### src/rtl/alu_sequencer.sv
// Execute-stage sequencer wrapping an external combinational RV64I ALU (X operand stage, R result stage).
// Latency: op accepted at edge N presents res_valid_o after edge N+1; sustains 1 op/cycle.
// Backpressure: R holds while res_valid_o && !res_ready_i; op_ready_o drops only when X is also occupied.
module alu_sequencer #(
  parameter int RD_W = 5
) (
  input  logic            clk_i,
  input  logic            reset_ni,
  input  logic            flush_i,
  input  logic            op_valid_i,
  output logic            op_ready_o,
  input  logic [2:0]      funct3_i,
  input  logic            alt_i,
  input  logic            imm_i,
  input  logic            word_i,
  input  logic [63:0]     rs1_i,
  input  logic [63:0]     rs2_i,
  input  logic [RD_W-1:0] rd_i,
  output logic [63:0]     alu_a_o,
  output logic [63:0]     alu_b_o,
  output logic            alu_c_o,
  output logic            alu_sum_o,
  output logic            alu_and_o,
  output logic            alu_xor_o,
  output logic            alu_invb_o,
  output logic            alu_lsh_o,
  output logic            alu_rsh_o,
  output logic            alu_ltu_o,
  output logic            alu_lts_o,
  input  logic [63:0]     alu_out_i,
  input  logic            alu_c_i,
  input  logic            alu_v_i,
  output logic            res_valid_o,
  input  logic            res_ready_i,
  output logic [63:0]     res_data_o,
  output logic [RD_W-1:0] res_rd_o,
  output logic            res_illegal_o
);

  typedef struct packed {
    logic sum;
    logic andf;
    logic xorf;
    logic invb;
    logic lsh;
    logic rsh;
  } alu_en_t;

  // X stage
  logic            x_valid_q;
  logic [63:0]     a_q, a_d, b_q, b_d;
  logic            c_q, c_d;
  alu_en_t         en_q, en_d;
  logic [2:0]      f3_q;
  logic            word_q;
  logic            ill_q, ill_d;
  logic [RD_W-1:0] rd_q;

  // R stage
  logic            res_valid_q;
  logic [63:0]     res_data_q, res_data_d;
  logic [RD_W-1:0] res_rd_q;
  logic            res_ill_q;

  logic r_free, x_adv, accept;

  assign r_free     = !res_valid_q || res_ready_i;
  assign x_adv      = x_valid_q && r_free;
  // Gated by reset so every output reads 0 while reset is asserted.
  assign op_ready_o = reset_ni && (!x_valid_q || r_free);
  assign accept     = op_valid_i && op_ready_o;

  // Decode incoming op into ALU operands/controls; W forms adjust operands or flag illegal.
  always_comb begin
    a_d   = rs1_i;
    b_d   = rs2_i;
    c_d   = 1'b0;
    en_d  = '0;
    ill_d = 1'b0;
    case (funct3_i)
      3'b000: begin
        en_d.sum = 1'b1;
        if (alt_i && !imm_i) begin
          en_d.invb = 1'b1;
          c_d       = 1'b1;
        end
      end
      3'b001: en_d.lsh = 1'b1;
      3'b010, 3'b011: begin
        en_d.sum  = 1'b1;
        en_d.invb = 1'b1;
        c_d       = 1'b1;
      end
      3'b100: en_d.xorf = 1'b1;
      3'b101: begin
        en_d.rsh = 1'b1;
        c_d      = alt_i;
      end
      3'b110: begin
        // AND and XOR together: the ALU ORs unit outputs, (A&B)|(A^B) = A|B.
        en_d.andf = 1'b1;
        en_d.xorf = 1'b1;
      end
      default: en_d.andf = 1'b1;
    endcase
    if (word_i) begin
      case (funct3_i)
        3'b000: begin
          ill_d = 1'b0;
        end
        3'b001: b_d[5] = 1'b0;
        3'b101: begin
          b_d[5] = 1'b0;
          a_d    = alt_i ? {{32{rs1_i[31]}}, rs1_i[31:0]} : {32'b0, rs1_i[31:0]};
        end
        default: begin
          en_d  = '0;
          c_d   = 1'b0;
          ill_d = 1'b1;
        end
      endcase
    end
  end

  // Post-process ALU output: compare results from flags, W sign-extension, illegal forces 0.
  always_comb begin
    res_data_d = alu_out_i;
    if (ill_q) begin
      res_data_d = '0;
    end else if (word_q) begin
      res_data_d = {{32{alu_out_i[31]}}, alu_out_i[31:0]};
    end else if (f3_q == 3'b010) begin
      res_data_d = {63'b0, alu_out_i[63] ^ alu_v_i};
    end else if (f3_q == 3'b011) begin
      res_data_d = {63'b0, ~alu_c_i};
    end
  end

  // X stage register: load on accept, empty when its op moves to R; flush wins.
  always_ff @(posedge clk_i or negedge reset_ni) begin
    if (!reset_ni) begin
      x_valid_q <= 1'b0;
      a_q       <= '0;
      b_q       <= '0;
      c_q       <= 1'b0;
      en_q      <= '0;
      f3_q      <= '0;
      word_q    <= 1'b0;
      ill_q     <= 1'b0;
      rd_q      <= '0;
    end else if (flush_i) begin
      x_valid_q <= 1'b0;
    end else if (accept) begin
      x_valid_q <= 1'b1;
      a_q       <= a_d;
      b_q       <= b_d;
      c_q       <= c_d;
      en_q      <= en_d;
      f3_q      <= funct3_i;
      word_q    <= word_i;
      ill_q     <= ill_d;
      rd_q      <= rd_i;
    end else if (x_adv) begin
      x_valid_q <= 1'b0;
    end
  end

  // R stage register: capture on x_adv, clear when drained, hold while stalled.
  always_ff @(posedge clk_i or negedge reset_ni) begin
    if (!reset_ni) begin
      res_valid_q <= 1'b0;
      res_data_q  <= '0;
      res_rd_q    <= '0;
      res_ill_q   <= 1'b0;
    end else if (flush_i) begin
      res_valid_q <= 1'b0;
    end else if (x_adv) begin
      res_valid_q <= 1'b1;
      res_data_q  <= res_data_d;
      res_rd_q    <= rd_q;
      res_ill_q   <= ill_q;
    end else if (res_ready_i) begin
      res_valid_q <= 1'b0;
    end
  end

  assign alu_a_o       = a_q;
  assign alu_b_o       = b_q;
  assign alu_c_o       = c_q;
  assign alu_sum_o     = x_valid_q && en_q.sum;
  assign alu_and_o     = x_valid_q && en_q.andf;
  assign alu_xor_o     = x_valid_q && en_q.xorf;
  assign alu_invb_o    = x_valid_q && en_q.invb;
  assign alu_lsh_o     = x_valid_q && en_q.lsh;
  assign alu_rsh_o     = x_valid_q && en_q.rsh;
  assign alu_ltu_o     = 1'b0;
  assign alu_lts_o     = 1'b0;
  assign res_valid_o   = res_valid_q;
  assign res_data_o    = res_data_q;
  assign res_rd_o      = res_rd_q;
  assign res_illegal_o = res_ill_q;

endmodule
### config.mk
export PLATFORM = sky130hd
export DESIGN_NAME = alu_sequencer
export DESIGN_NICKNAME = d
export VERILOG_FILES = /design/src/rtl/alu_sequencer.sv
export SDC_FILE = /design/constraint.sdc
export NUM_CORES = 1
export LEC_CHECK = 0
export ABC_AREA = 1
export CORE_AREA = 2 2 163 165
export DETAILED_ROUTE_END_ITERATION = 7
export DIE_AREA = 0 0 165 167
export GPL_TIMING_DRIVEN = 0
export PLACE_DENSITY = 0.7
export SYNTH_ARGS = -nofsm -noshare
export SYNTH_HDL_FRONTEND = slang
export SYNTH_SLANG_ARGS = --single-unit
### constraint.sdc
create_clock -name clk_i -period 3.96 [get_ports clk_i]
set_clock_uncertainty 0.2 [all_clocks]
set_input_delay 0.594 -clock clk_i [delete_from_list [all_inputs] [get_ports clk_i]]
set_output_delay 0.594 -clock clk_i [all_outputs]
set_load 0.1 [all_outputs]
* Word level (Yosys, flattened, before mapping)
Index checks and enable logic that the tools add are counted.
** Cells by class
- Equality and inequality tests :: 8
- Muxes and demuxes :: 29
- Bitwise gates (word level) :: 3
- Reduce and logical (&&, ||, !) cells :: 26
** Operators with widths (count)
- $mux W64 :: 7
- $mux W1 :: 18
- $eq A3 B2 Y1 const B :: 4
- $mux W6 :: 2
- $logic_and A1 B1 Y1 :: 10
- $eq A3 B3 Y1 const B :: 3
- $reduce_bool A3 Y1 :: 2
- $reduce_or A2 Y1 :: 3
- $reduce_or A3 Y1 :: 2
- $reduce_or A6 Y1 :: 1
- $reduce_and A2 Y1 :: 2
- $eq A3 B1 Y1 const B :: 1
- $logic_not A1 Y1 :: 3
- $logic_not A3 Y1 :: 1
- $pmux W1 S3 :: 1
- $logic_or A1 B1 Y1 :: 2
- $not A1 Y1 :: 2
- $pmux W1 S2 :: 1
- $xor A1 B1 Y1 :: 1
** Word-level totals
- Bits in registers :: 217
- Input port bits :: 210
- Word-level logic and storage cells :: 84

* Logic depth before layout (Yosys ltp)
Gate-level depths: netlist (run 1).
- Depth after elaboration :: 7
- Mapped depth :: 9
- Mapped depth without buffers :: 8

* Worst setup path after synthesis (run 1)
Ideal clock, no wire load.
- Kind :: register to output
- Start :: reg res_valid_q, in the netlist res_valid_o
- End :: out op_ready_o
- Arrival :: 1.654 ns
- Required time :: 3.166 ns
- Slack :: 1.512 ns
- Stages on the path, launching flop included :: 4
- Buffers on the path :: 0
- Cells stage by stage :: dfrtp_1 > nand3_2 > nand2_2 > inv_1
** Between the ends
- Cells in the longest elaborated chain, start to end :: 4
** RTL lines
- start: declaration :: line 60 : logic res_valid_q;
- start signal: assignment :: line 171 : res_valid_q <= 1'b0;
- start signal: assignment :: line 176 : res_valid_q <= 1'b0;
- start signal: assignment :: line 178 : res_valid_q <= 1'b1;
- $logic_not A1 Y1 :: line 67 : assign r_free = !res_valid_q || res_ready_i;
- $logic_or A1 B1 Y1 :: line 67
- $logic_or A1 B1 Y1 :: line 70 : assign op_ready_o = reset_ni && (!x_valid_q || r_free);
- $logic_and A1 B1 Y1 :: line 70
- end: declaration :: line 11 : output logic op_ready_o,
Every way passes these cells.

* Worst setup path after layout (run 1)
- Start :: in reset_ni
- End :: out op_ready_o
** Between the ends
- Cells in the longest elaborated chain, start to end :: 1
** RTL lines
- start: declaration :: line 8 : input logic reset_ni,
- $logic_and A1 B1 Y1 :: line 70
Every way passes these cells.

==> results of run 1 <==
## per-stage QoR
| stage | std cells | utilization (%) |
|---|---|---|
| 2_1_floorplan | 1043 | - |
| 3_3_place_gp | 1794 | 52.7 |
| 3_5_place_dp | 1796 | 52.9 |
| 4_1_cts | 1843 | 56.3 |
| 5_1_grt | 1846 | 56.3 |
| 6_report | 1846 | 56.3 |
## synthesized netlist by cell type (6+ instances only)
master    number
nand2_1      586
dfrtp_1      217
nand3_1       35
o31ai_1       34
a21oi_1       33
buf_2         28
inv_1         23
o21ai_0       16
clkbuf_1      14
buf_4         13
buf_6          8
o21ai_1        6
## final cells by class
type	instances	area share (%)
Tap cell	335	2.89
Antenna cell	3	0.0517
Multi-Input combinational cell	732	21.1
Clock inverter	7	0.483
Buffer	67	2.72
Clock buffer	38	5.27
Sequential cell	217	37.4
Inverter	27	0.698
Timing Repair Buffer	420	29.4
## kinds of logic after synthesis
logic type	count (synthesis)	share of synthesized area, %
compound gates	92	6.14
xor+xnor	1	0.0975
buf+inv	94	5.53
flops	217	60.4
other cells	1	0.0417
simple gates	637	27.7
## worst register-to-register path, delay by kind of cell, from the launching register on
family | cells | cell delay [ps]
flip-flops | 1 | 400
AO/OA/AOI/OAI | 2 | 430
buffers and inverters | 1 | 410
AND/OR/NAND/NOR | 1 | 210
## per-layer routing
metal	global-route usage, %	routed length (um)	up-vias	part of all wire (%)
li1	-	-	4152	-
met4	6.62	666	0	2.1
met5	0	0	-	0
met2	37.9	15200	354	49
met3	7.07	3060	47	9.9
met1	26.0	12100	4015	39
## state kept, by name, indices dropped and copies added (netlist names)
name and cells:
alu_a_o 64, res_data_o 64, x_valid_q 1, f3_q 3, res_valid_o 1, res_illegal_o 1, alu_c_o 1, ill_q 1
alu_b_o 64, rd_q 5, res_rd_o 5, word_q 1, en_q 6
## cells in the final DEF (no fill, tap or decap), types with 3 or more instances in the layout
| cell | count |
|---|---|
| inv_1 | 23 |
| buf_16 | 3 |
| buf_2 | 28 |
| clkbuf_16 | 25 |
| o21ai_1 | 6 |
| clkbuf_8 | 9 |
| clkbuf_1 | 18 |
| nor2_4 | 3 |
| nand2_1 | 586 |
| buf_1 | 4 |
| nand3_1 | 35 |
| dfrtp_1 | 217 |
| buf_6 | 8 |
| nor2_1 | 4 |
| o31ai_1 | 34 |
| clkdlybuf4s50_1 | 414 |
| clkinv_2 | 3 |
| inv_2 | 4 |
| o21ai_0 | 16 |
| diode_2 | 3 |
| buf_4 | 13 |
| a21oi_1 | 33 |
## worst max path at each step
stage                                    to  slack [ps]
finish                           op_ready_o         470
floorplan                        op_ready_o        1510
CTS                              op_ready_o          50
detailed placement               op_ready_o         360
global route                     op_ready_o         320
global placement    alu_b_o[29]$_DFFE_PN0P_       -7810
## report_power, final
part	switching (mW)	internal, mW	total [mW]
Clock	0.931	1.39	2.33
Sequential	0.238	2.64	2.88
Combinational	3.73	1.10	4.84
## repair_timing
item	CTS	global route
gates resized for setup	0	1
setup endpoints to repair	0	1
hold buffers	2	0
endpoints found under the hold margin	46	0
==> results.md, run 1 <==
- Htree depth: 1
- CP max FO: 97
- Final instance area: 14,500 um2
- # port buffers: ~420
- Worst setup margin: approximately 470 ps
- Vias after detailed routing: 8,568
- Avg Cell Area, Syn: ~8.6 um2
- Number of buffers created by CTS: 25
- Hold depth: 2
- Status: completed
- Crit path DAT: approximately 2700 ps
- I/O pin count: around 420
- Ys async rst share: between 90% and 100%
- Critical setup path kind: primary input to primary output
- Seq/Total Area, Yosys: 60.4%
- Num rows: 59
- Worst R2R End: res_data_o[58]$_DFFE_PN0P_
- Synth cell types: 26
- Vias in the first global route: between 8,000 and 9,000
- Final hold slack: 277 ps
- Fmax: about 290 MHz
- R2R cell count: 4
- CP startpoint kind: primary input
- CTS sink count: 217
- Via/cell ratio: about 4.6
- Setup WS pre-CTS: between 300 and 400 ps
- Power Density: around 690 nW/um2
- Launch point of the worst path: reset_ni
- Max-slew violations: 0
- Worst-Margin Slew: 1090 ps
- Share of cells above drive strength 1: a little over 7%
- Initial DRC Count: roughly 520
- DIE AREA: 27,600 um2
- CP max stage cell: dlymetal6s2s_1
- DR DRC count: 0
- DP HPWL: roughly 23,000 um
- Primary FF master, synth: dfrtp_1
- CTS tree: built
- DIE WIDTH: ~170 um
- Type of the worst min-delay path: flip-flop to flip-flop
- P_leak: 7.15 nW
- Crit-path max cell delay: slightly below 800 ps
- Warnings from Yosys: 0
- Final hold viol count: 0
- Min Tclk post-route: approximately 3500 ps
- Final #Nets: roughly 1,700
- Power Total: 10.0 mW
- Gpl congestion: roughly 0.83
- TritonRoute pass-1 iters: 5
- Mapped cell area: 8980 um2
- Max-cap violation count: 0
- Crit path max-delay family: buffers and inverters
- Register area: between 5000 and 6000 um2
- Cell breakdown of the critical path: dlygate4sd3_1, buf_8, buf_16, nand2_2, inv_1, dlymetal6s2s_1
- Cell taking the most area after synthesis: dfrtp_1
- Worst VDD drop: 0.498 mV
- Die Span Y: between 150 and 200 um
- Filler cells: about 2,300
- Worst skew pair latency: about 520 ps
- Critical path depth: 6
- Largest cells by area after synthesis: dfrtp_1, nand2_1, o31ai_1
- P&R area growth vs syn: 61.5%
- Yosys top cell area share: 60.4%
- Synthesized instance count: roughly 1,000
- Core Area: roughly 26,000 um2
- WL/cell: between 15 and 20 um
- Largest net degree at the start of global routing: just under 100
- RR Startpoint: f3_q[1]$_DFFE_PN0P_
- GRT Util Overall: 22.0%
- Crit share post-route: between 80% and 90%
- Final Setup Violations: 0
- CTS root buf: clkbuf_16
- CTS max path bufs: 3
- Setup TNS: 0 ps
- Crit end category: primary output
- Post-synth EDFFs: 0
- Setup repair after global routing missed its margin: no
- First-pass GRT wire length: 47,600 um
- Antenna violations before repair: 3
- Multi-input gate area: a little over 3000 um2
- DRT antenna net count: 0
- Required time of the critical path: about 3200 ps
- Initial core utilization: between 30% and 40%
- R2r setup slk: between 2000 and 2500 ps
- Routed WL: 31,000 um
- Hold Path End: alu_a_o[45]$_DFFE_PN0P_
- Reg clk slew, reported paths: approximately 60 ps
- Post-CTS setup buffers: 0
- Worst Min Path Start: alu_a_o[45]$_DFFE_PN0P_
- Max-slew headroom: between 20% and 30%
- Worst Path Buf+Inv: 5
- Seq cells post-synth: approximately 220
- Dpl cell area: approximately 14,000 um2
- GRT overflow: 0
Note: power is estimated with default switching activity, not from simulation.
==> run 2, diff against run 1 <==
- CAP_MARGIN: unset -> 25
==> results.md, run 2 (synthesized netlist as in run 1, its figures left out) <==
- Status: completed (unchanged)
- Met1 Wirelength: 12,200 um (was 12,100 um)
- Worst Min Path Start: alu_b_o[58]$_DFFE_PN0P_ (was alu_a_o[45]$_DFFE_PN0P_)
- Final hold viol count: 0 (unchanged)
- Most frequent cells in the layout: nand2_1, clkdlybuf4s50_1, dfrtp_1, nand3_1, o31ai_1 (unchanged)
- Hold depth: 2 (unchanged)
- Final #Nets: 1,701 (was 1,700)
- Reg clk slew, reported paths: 60 ps (about the same)
- I/O pin count: 419 (unchanged)
- Largest net degree at the start of global routing: 98 (unchanged)
- Crit end category: primary output (unchanged)
- DR DRC count: 0 (unchanged)
- Min Tclk post-route: 3470 ps (was 3490 ps)
- Combinational power share: 48.3% (was 48.2%)
- Filler cells: 2,309 (was 2,338)
- Required time of the critical path: 3170 ps (about the same)
- Max-slew violations: 0 (unchanged)
- Switching Power: 4.91 mW (was 4.90 mW)
- Power Density: 692 nW/um2 (about the same)
- DP HPWL: 23,400 um (was 23,300 um)
- DRT antenna net count: 0 (unchanged)
- Max-cap violation count: 0 (unchanged)
- Net Sw Frac: 48.9% (was 48.8%)
- Pint: 5.13 mW (was 5.14 mW)
- Power Total: 10.0 mW (about the same)
- P_leak: 7.14 nW (was 7.15 nW)
- Critical setup path kind: primary input to primary output (unchanged)
- Final Setup Violations: 0 (unchanged)
- Setup repair after global routing missed its margin: no (unchanged)
- P&R area growth vs syn: 61.5% (unchanged)
- Share of cells above drive strength 1: 6.97% (was 7.16%)
- Sequential power share: 28.7% (about the same)
- Worst skew pair latency: 520 ps (about the same)
- # port buffers: 416 (unchanged)
- Post-CTS setup buffers: 0 (unchanged)
- RR Startpoint: f3_q[1]$_DFFE_PN0P_ (unchanged)
- DIE WIDTH: 165 um (unchanged)
- Num rows: 59 (unchanged)
- Final instance area: 14,500 um2 (unchanged)
- CTS sink count: 217 (unchanged)
- Met3 wire length: 3000 um (was 3060 um)
- CTS max path bufs: 3 (unchanged)
- Die Span Y: 167 um (unchanged)
- WL/cell: 16.9 um (was 16.8 um)
- GRT overflow: 0 (unchanged)
- DIE AREA: 27,600 um2 (unchanged)
- Clk pwr share: 22.9% (was 23.2%)
- Gpl congestion: 0.833 (unchanged)
- Via/cell ratio: 4.65 (was 4.64)
- Routed WL: 31,200 um (was 31,000 um)
- R2r setup slk: 2190 ps (was 2200 ps)
- CTS root buf: clkbuf_16 (unchanged)
- First-pass GRT wire length: 48,200 um (was 47,600 um)
- Fmax: 288 MHz (was 286 MHz)
- Crit path DAT: 2680 ps (was 2700 ps)
- R2R cell count: 4 (unchanged)
- CP max FO: 97 (unchanged)
- Worst VDD drop: 0.452 mV (was 0.498 mV)
- Crit share post-route: 87.7% (was 88.1%)
- Worst R2R End: res_data_o[58]$_DFFE_PN0P_ (unchanged)
- TritonRoute pass-1 iters: 5 (unchanged)
- Vias after detailed routing: 8,578 (was 8,568)
- Dpl cell area: 13,700 um2 (was 13,600 um2)
- Setup TNS: 0 ps (unchanged)
- Initial core utilization: 34.9% (unchanged)
- Initial DRC Count: 595 (was 523)
- Metal2 WL: 15,200 um (about the same)
- Max-slew headroom: 27.3% (was 27.2%)
- CP startpoint kind: primary input (unchanged)
- Layout Utilization: 56.3% (unchanged)
- Top Metal Used: met5 (was met4)
- CTS tree: built (unchanged)
- Hold Path End: alu_b_o[58]$_DFFE_PN0P_ (was alu_a_o[45]$_DFFE_PN0P_)
- Commonest non-fill, non-tap cell in the layout: nand2_1 (unchanged)
- Worst-Margin Slew: 1090 ps (about the same)
- Core Area: 25,800 um2 (unchanged)
- Number of buffers created by CTS: 25 (unchanged)
- Htree depth: 1 (unchanged)
- Type of the worst min-delay path: flip-flop to flip-flop (unchanged)
- GRT Util Overall: 22.3% (was 22.0%)
- Vias in the first global route: 8,740 (was 8,495)
- Antenna violations before repair: 5 (was 3)
run 2: changes by cell type in the layout (fill, tap and decap cells not counted):
cell	previous run	this run
clkbuf_1	18	19
bufinv_16	1	2
inv_6	2	1
diode_2	3	4
buf_16	3	4
clkbuf_8	9	5
run 2: critical path: stages:
cell and delay [ps]:
dlygate4sd3_1 560, buf_8 150, buf_16 340, nand2_2 120, inv_1 60, dlymetal6s2s_1 750
run 2: power by group through the flow:
| stage | clock, mW | combinational (mW) | sequential [mW] |
|---|---|---|---|
| 3_3_place_gp | 0 | 4.82 | 2.90 |
| 5_1_grt | 2.44 | 5.04 | 2.93 |
| 3_5_place_dp | 0 | 4.86 | 2.91 |
| 2_1_floorplan | 0 | 0.552 | 5.84 |
| 4_1_cts | 2.35 | 4.88 | 2.88 |
| 6_report | 2.30 | 4.85 | 2.88 |
run 2: worst max path at each step:
| stage | from | to | slack, ps | cells past startpoint |
|---|---|---|---|---|
| CTS | reset_ni | op_ready_o | 50 | 6 |
| finish | reset_ni | op_ready_o | 490 | 6 |
| global placement | reset_ni | alu_b_o[29]$_DFFE_PN0P_ | -7810 | 6 |
| global route | reset_ni | op_ready_o | 310 | 6 |
| floorplan | res_valid_o$_DFFE_PN0P_ | op_ready_o | 1510 | 3 |
| detailed placement | reset_ni | op_ready_o | 360 | 5 |
run 2: routing by layer:
layer / GRT usage (%) / vias up
li1: - / 4142
met1: 26.0 / 4021
met2: 38.5 / 357
met3: 6.72 / 56
met4: 7.79 / 2
met5: 0 / -
run 2: cell type report:
| type | count | area, um2 | area share [%] |
|---|---|---|---|
| Tap cell | 335 | 419 | 2.89 |
| Timing Repair Buffer | 421 | 4290 | 29.6 |
| Multi-Input combinational cell | 732 | 3060 | 21.1 |
| Buffer | 67 | 395 | 2.72 |
| Sequential cell | 217 | 5430 | 37.4 |
| Clock inverter | 7 | 91.3 | 0.629 |
| Clock buffer | 35 | 713 | 4.91 |
| Antenna cell | 4 | 10.0 | 0.0690 |
| Inverter | 27 | 101 | 0.698 |
run 2: what timing repair did:
action / 4_1_cts / 5_1_grt
hold buffers: 2 / 0
resized for setup: 0 / 1
endpoints found under the hold margin: 46 / 0
endpoints found under the setup margin: 0 / 1
run 2: per-stage QoR:
stage                     worst slack (ps)  instances  hold slack [ps]
after CTS                             46.5       1841              280
after detailed placement               355       1797              264
after floorplan                       1510       1043             98.4
final                                  487       1845              275
after global placement               -7810       1794              262
after global routing                   314       1845              296
